==> src/rtl/irq_receiver_pkg.sv <==
// -----------------------------------------------------------------------------
// irq_receiver_pkg
//   Shared types for the external interrupt receiver:
//   - IRQ_IDX_W     : width of an interrupt index / vector table address
//   - irq_state_e   : receiver FSM encodings (IDLE / REQ / SERVICE)
//   - irq_pick_t    : result of the priority search (found flag + index)
// -----------------------------------------------------------------------------
package irq_receiver_pkg;

  localparam int IRQ_IDX_W = 5;

  typedef enum logic [1:0] {
    IRQ_STATE_IDLE    = 2'd0,
    IRQ_STATE_REQ     = 2'd1,
    IRQ_STATE_SERVICE = 2'd2
  } irq_state_e;

  typedef struct packed {
    logic                 found;
    logic [IRQ_IDX_W-1:0] idx;
  } irq_pick_t;

endpackage

==> src/rtl/irq_edge_sync.sv <==
// -----------------------------------------------------------------------------
// irq_edge_sync
//   Synchronises one asynchronous interrupt line through SYNC flops and emits a
//   one-cycle pulse on each synchronised 0->1 transition.
//
//   Ports:
//     clk_i   in  1  system clock, rising edge
//     rst_ni  in  1  asynchronous active-low reset
//     irq_i   in  1  raw asynchronous interrupt line, active high
//     rise_o  out 1  single-cycle rising-edge pulse (combinational from flops)
//
//   A line already high when reset is released must not look like a fresh
//   edge, so the detector stays disarmed until the chain and the previous-
//   value flop both hold real samples of the line (SYNC+1 cycles).
// -----------------------------------------------------------------------------
module irq_edge_sync #(
  parameter int SYNC = 2
) (
  input  logic clk_i,
  input  logic rst_ni,
  input  logic irq_i,
  output logic rise_o
);

  logic [SYNC-1:0] sync_q;
  logic            prev_q;
  logic [SYNC:0]   arm_q;

  always_ff @(posedge clk_i or negedge rst_ni) begin
    if (!rst_ni) begin
      sync_q <= '0;
      prev_q <= 1'b0;
      arm_q  <= '0;
    end else begin
      sync_q <= {sync_q[SYNC-2:0], irq_i};
      prev_q <= sync_q[SYNC-1];
      arm_q  <= {arm_q[SYNC-1:0], 1'b1};
    end
  end

  assign rise_o = sync_q[SYNC-1] & ~prev_q & arm_q[SYNC];

endmodule

==> src/rtl/irq_receiver.sv <==
// -----------------------------------------------------------------------------
// irq_receiver
//   Core-side end of the external interrupt lines. Each line is synchronised
//   and edge-detected, rising edges latch pending bits, a mask selects the
//   eligible ones, one winner is arbitrated and its vector from the vecs[]
//   table is presented to the core. In-service state is tracked until eoi.
//
//   Ports:
//     clk        in   1        system clock, rising edge
//     reset_n    in   1        asynchronous active-low reset
//     irqs       in   NIRQ     raw async interrupt lines, active high
//     mask_we    in   1        load mask register from mask_d
//     mask_d     in   NIRQ     new mask (1 = enabled)
//     vec_we     in   1        write vecs[vec_addr] <= vec_d
//     vec_addr   in   5        vector table index
//     vec_d      in   VECW     vector data
//     irq_req    out  1        interrupt request to core
//     irq_num    out  5        index of presented interrupt
//     irq_vec    out  VECW     latched vector of presented interrupt
//     irq_ack    in   1        core accepts presented interrupt
//     eoi        in   1        core finished servicing current interrupt
//     pending    out  NIRQ     pending register (debug/readback)
//     dbg_state  out  2        current FSM state
//
//   Core handshake: irq_req is raised with irq_num/irq_vec already stable and
//   they stay unchanged while irq_req=1. A cycle with irq_req=1 and irq_ack=1
//   is the transfer: the pending bit is cleared and irq_req falls on that same
//   edge. The core then owns the interrupt until it pulses eoi; no new request
//   is raised in between. irq_req can also fall without an ack if the
//   presented line is masked off.
//
//   Configuration macro IRQ_ROTATE_PRIO_EN:
//     undefined - fixed priority, lowest index wins
//     defined   - round-robin, search starts after the last acked index
// -----------------------------------------------------------------------------
module irq_receiver
  import irq_receiver_pkg::*;
#(
  parameter int NIRQ = 32,
  parameter int VECW = 32,
  parameter int SYNC = 2
) (
  input  logic                 clk,
  input  logic                 reset_n,
  input  logic [NIRQ-1:0]      irqs,
  input  logic                 mask_we,
  input  logic [NIRQ-1:0]      mask_d,
  input  logic                 vec_we,
  input  logic [IRQ_IDX_W-1:0] vec_addr,
  input  logic [VECW-1:0]      vec_d,
  output logic                 irq_req,
  output logic [IRQ_IDX_W-1:0] irq_num,
  output logic [VECW-1:0]      irq_vec,
  input  logic                 irq_ack,
  input  logic                 eoi,
  output logic [NIRQ-1:0]      pending,
  output irq_state_e           dbg_state
);

  // ---------------------------------------------------------------------------
  // Per-line synchroniser and rising-edge detector
  // ---------------------------------------------------------------------------
  logic [NIRQ-1:0] rise;

  for (genvar g = 0; g < NIRQ; g++) begin : g_sync
    irq_edge_sync #(
      .SYNC (SYNC)
    ) u_sync (
      .clk_i  (clk),
      .rst_ni (reset_n),
      .irq_i  (irqs[g]),
      .rise_o (rise[g])
    );
  end

  // ---------------------------------------------------------------------------
  // Vector table: deliberately not reset, software (or the bench) loads it.
  // ---------------------------------------------------------------------------
  logic [VECW-1:0] vecs [NIRQ];

  always_ff @(posedge clk) begin
    if (vec_we && (int'(vec_addr) < NIRQ)) begin
      vecs[vec_addr] <= vec_d;
    end
  end

  // ---------------------------------------------------------------------------
  // Priority search. Walking from the lowest-priority slot towards the
  // highest lets the last hit win, so no early loop exit is needed.
  // ---------------------------------------------------------------------------
  function automatic irq_pick_t pick_winner(input logic [NIRQ-1:0] elig,
                                            input int              start);
    irq_pick_t            p;
    int                   j;
    logic [IRQ_IDX_W-1:0] jj;
    p = '0;
    for (int k = NIRQ - 1; k >= 0; k--) begin
      j = start + k;
      if (j >= NIRQ) begin
        j = j - NIRQ;
      end
      jj = IRQ_IDX_W'(j);
      if (elig[jj]) begin
        p.found = 1'b1;
        p.idx   = jj;
      end
    end
    return p;
  endfunction

  // ---------------------------------------------------------------------------
  // State
  // ---------------------------------------------------------------------------
  irq_state_e           state_q, state_d;
  logic [NIRQ-1:0]      pending_q, pending_d;
  logic [NIRQ-1:0]      mask_q;
  logic [IRQ_IDX_W-1:0] irq_num_q, irq_num_d;
  logic [VECW-1:0]      irq_vec_q, irq_vec_d;
  logic [NIRQ-1:0]      clr;
  logic                 ack_take;
  irq_pick_t            win;
  int                   start_idx;

`ifdef IRQ_ROTATE_PRIO_EN
  // Index of the last acknowledged interrupt; the search begins one past it
  // so the interrupt just serviced becomes the lowest priority.
  logic [IRQ_IDX_W-1:0] last_q;

  always_ff @(posedge clk or negedge reset_n) begin
    if (!reset_n) begin
      last_q <= '0;
    end else if (ack_take) begin
      last_q <= irq_num_q;
    end
  end

  always_comb begin
    start_idx = int'(last_q) + 1;
    if (start_idx >= NIRQ) begin
      start_idx = 0;
    end
  end
`else
  always_comb begin
    start_idx = 0;
  end
`endif

  // ---------------------------------------------------------------------------
  // FSM next-state and datapath
  // ---------------------------------------------------------------------------
  always_comb begin
    state_d   = state_q;
    irq_num_d = irq_num_q;
    irq_vec_d = irq_vec_q;
    clr       = '0;
    ack_take  = 1'b0;
    win       = pick_winner(pending_q & mask_q, start_idx);

    case (state_q)
      IRQ_STATE_IDLE: begin
        if (win.found) begin
          state_d   = IRQ_STATE_REQ;
          irq_num_d = win.idx;
          irq_vec_d = vecs[win.idx];
        end
      end
      IRQ_STATE_REQ: begin
        // Ack has precedence over a same-cycle eoi (ignored here) and over a
        // same-cycle mask-off of the winner.
        if (irq_ack) begin
          state_d        = IRQ_STATE_SERVICE;
          clr[irq_num_q] = 1'b1;
          ack_take       = 1'b1;
        end else if (!mask_q[irq_num_q]) begin
          state_d = IRQ_STATE_IDLE;
        end
      end
      IRQ_STATE_SERVICE: begin
        if (eoi) begin
          state_d = IRQ_STATE_IDLE;
        end
      end
      default: begin
        state_d = IRQ_STATE_IDLE;
      end
    endcase
  end

  // A new edge on the bit being acked in the same cycle keeps it pending.
  assign pending_d = (pending_q & ~clr) | rise;

  always_ff @(posedge clk or negedge reset_n) begin
    if (!reset_n) begin
      state_q   <= IRQ_STATE_IDLE;
      pending_q <= '0;
      mask_q    <= '0;
      irq_num_q <= '0;
      irq_vec_q <= '0;
    end else begin
      state_q   <= state_d;
      pending_q <= pending_d;
      irq_num_q <= irq_num_d;
      irq_vec_q <= irq_vec_d;
      if (mask_we) begin
        mask_q <= mask_d;
      end
    end
  end

  assign irq_req   = (state_q == IRQ_STATE_REQ);
  assign irq_num   = irq_num_q;
  assign irq_vec   = irq_vec_q;
  assign pending   = pending_q;
  assign dbg_state = state_q;

endmodule

==> config.mk <==
export PLATFORM = sky130hd
export DESIGN_NAME = irq_receiver
export DESIGN_NICKNAME = d
export VERILOG_FILES = /design/src/rtl/irq_receiver_pkg.sv /design/src/rtl/irq_edge_sync.sv /design/src/rtl/irq_receiver.sv
export SDC_FILE = /design/constraint.sdc
export NUM_CORES = 2
export LEC_CHECK = 0
export ABC_AREA = 0
export BUFFER_PORTS_ARGS = -buffer_cell sky130_fd_sc_hd__buf_2
export CAP_MARGIN = 20
export CORE_UTILIZATION = 35
export DETAILED_ROUTE_END_ITERATION = 8
export MAX_ROUTING_LAYER = met4
export SLEW_MARGIN = 25
export SYNTH_ARGS = -nofsm -noshare
export SYNTH_HDL_FRONTEND = slang
export SYNTH_SLANG_ARGS = --single-unit
==> constraint.sdc <==
create_clock -name clk -period 6.7 [get_ports clk]
set_clock_uncertainty 0.2 [all_clocks]
set_input_delay 1.34 -clock clk [delete_from_list [all_inputs] [get_ports clk]]
set_output_delay 1.34 -clock clk [all_outputs]
set_load 0.005 [all_outputs]
==> out/metrics.yaml <==
drive_above_1_share: 0.163
finalWirelength_mm: 149
worstHoldPathCells: 0
end_kind: "flop"
final_util: 0.410
setup_violations: 0
timing.final.crit_period_ns: 4.48
reg2reg_from: "mask_q[0]"
fin_tns_setup_ns: 0
cts_setup_buffers: 0
routed_via_density: 5.77
grt_pass1_vias: 29739
ys.flop_type: "edfxtp_1"
drt-met1-wl_mm: 64.1
cts_resized: 0
slew_viol_final: 0
r2r_setup_slack_ns: 2.22
insertion_delay_ns: 0.76
coreArea_um2: 136000
syn_nets: 3419
power.leakage_nw: 18.8
wl_met3_mm: 15.6
place.gp.congestion: 0.868
gr-total-overflow: 0
n_fill_cell: 12342
layout_worst_path_cycle_share: 0.669
hold_class: "flop to flop"
cts_tree: "yes"
ioPinCount: 179
cp.arrival_ns: 4.97
rows: 135
synth.distinct_cells: 75
clock-sinks: 1226
die_w_um: 373
critPathLaunchType: "flop"
h-tree-depth: 4
tightest_slew_ns: 1.10
multi_input_area_um2: 11600
cts-hold-fix-buffers: 0
rsz0062_at_grt: "false"
netlist_instances: 3312
grt_antenna_before_repair: 10
synth_area_leader_cell: "edfxtp_1"
status: "finished, final reports clean"
cts.reportedPaths.clkPinSlew_ns: 0.06
port_buffers: 178
drtIter0Drc: 4288
final_hold_viol_count: 0
max_freq_mhz: 223
crit_start: "mask_q[0]"
vdd_drop_max_uv: 271
critical_path.max_fanout: 32
dr_wl_met2_mm: 66.1
fin_nets: 3602
synthArstFlopShare: 0.165
cp_data_required_time_ns: 7.18
drt-wirelength-per-cell_um: 27.6
seqCellArea_um2: 35800
grt_first_pass_wirelength_mm: 213
slew-limit-headroom: 0.263
top_layer_used: "met4"
hp-start: "g_sync[6].u_sync.sync_q[0]"
ys_seq_area_frac: 0.745
grt.total_usage: 0.216
synth.avg_cell_area_um2: 14.5
drt-pass1-iter-count: 6
synth-seq-cells: 1226
worstRegToRegCells: 10
cts_root_buf: "clkbuf_16"
ant_nets: 0
drv_cap: 0
dp_hpwl_mm: 84.3
synthTopCellsByArea: "edfxtp_1, dfrtp_1, nand2_1"
path_class: "flop to flop"
die_area_um2: 139000
start_util: 0.354
vias: 31082
cts_buffer_depth: 3
die_height_um: 373
yosysTopAreaCellShare: 0.640
numCtsBuffers: 130
grt_max_degree: 104
syn_to_final_growth_pct: 15.8
r2r_end: "irq_vec[30]"
syn_area_um2: 48100
hold_end: "g_sync[6].u_sync.sync_q[1]"
synth-edff-count: 1024
powerDensity_nw_per_um2: 369
yosys_warnings: 0
drc: 0
Yosys cell counts (all sizes together), types with 3 or more instances:
library cell,number
a211oi,112
o22a,8
a222oi,3
mux2i,66
o2111ai,24
o22ai,3
clkbuf,104
nand3,286
a2111oi,20
buf,121
o21ai,142
o211ai,36
a2111o,10
a221oi,19
a22o,21
nand3b,39
a32o,6
and3,94
edfxtp,1024
a21o,14
a32oi,32
o221ai,10
a21oi,75
nand4b,8
or3,7
nor3,26
mux4,8
nor4,4
o31ai,3
and2,25
nand2,482
nand4,3
inv,13
mux2,44
dfrtp,202
a311oi,39
a221o,10
nor2,57
a21boi,9
o21a,11
a31oi,59
a22oi,13
how the worst max path moves through the flow:
stage / endpoint / slack (ns) / cells after the start
2_1_floorplan: vecs[12][0] / 2.73 / 3
3_3_place_gp: irq_vec[15] / 2.30 / 11
3_5_place_dp: irq_vec[2] / 2.31 / 11
4_1_cts: irq_vec[2] / 2.25 / 11
5_1_grt: irq_vec[30] / 2.02 / 10
6_report: irq_vec[30] / 2.22 / 10
power by group:
group / internal, mW / switching (mW)
sequential: 8.55 / 0.287
clock: 4.10 / 3.01
combinational: 1.42 / 3.18
sequential cells by signal (all words and copies together) (netlist names):
register / flops
g_sync.u_sync.prev_q: 32
mask_q: 32
g_sync.u_sync.arm_q: 3
g_sync.u_sync.sync_q: 64
pending: 32
irq_num: 5
dbg_state: 2
irq_vec: 32
vecs: 1024
layout by cell type (no fill, tap or decap), drive strengths merged, types with 25 or more instances in the layout:
cell type,n
dfrtp,202
edfxtp,1024
o21ai,142
a32oi,32
clkinv,50
clkbuf,172
nand3,286
a21oi,75
and3,94
and2,25
nor2,57
buf,276
nand3b,39
a311oi,39
o211ai,36
a31oi,59
nor3,26
a211oi,112
nand2,482
mux2i,66
mux2,44
cell families after synthesis:
family,count (synthesis),share of synthesized area
muxes,118,0.0278
other,1,0.0000780
buffers and inverters,238,0.0221
AOI/OAI and AO/OA,693,0.104
DFF,1226,0.745
and+or+nand+nor,1036,0.101
stage by stage:
step	instance area, um^2	total power [mW]	instances	worst slack, ns	hold slack (ns)
after detailed placement	51300	13.6	5138	2.31	0.135
after CTS	55500	20.6	5377	2.25	0.135
after floorplan	48100	11.9	3312	2.73	0.131
after global routing	55700	21.3	5388	2.02	0.151
final	55700	20.5	5390	2.22	0.132
after global placement	51300	13.5	5136	2.30	0.132
critical path, stage by stage (launching register included):
cell      delay [ns]
dfrtp_1         0.44
a22oi_1         0.43
nand2_1         0.36
nor2_1          0.35
nand2_1         0.24
nor2_4          0.14
buf_4           0.60
nand2_1         0.76
a211oi_1        0.59
or3_1           0.17
or3_1           0.09
layer usage:
layer  vias up  track usage
met5         -            -
met1     15844        0.306
met4         0       0.0567
met2      1744        0.309
li1      13279            -
met3       215       0.0509
area by class of cell:
cell class              count  area share
clock buffers             172      0.0637
multi-input cells        1848       0.208
diodes                      7    0.000315
inverters                  13    0.000876
flip-flops and latches   1226       0.643
well taps                1781      0.0400
repair buffers            276      0.0326
clock inverters            67      0.0116
(Power assumes the default switching activity.)
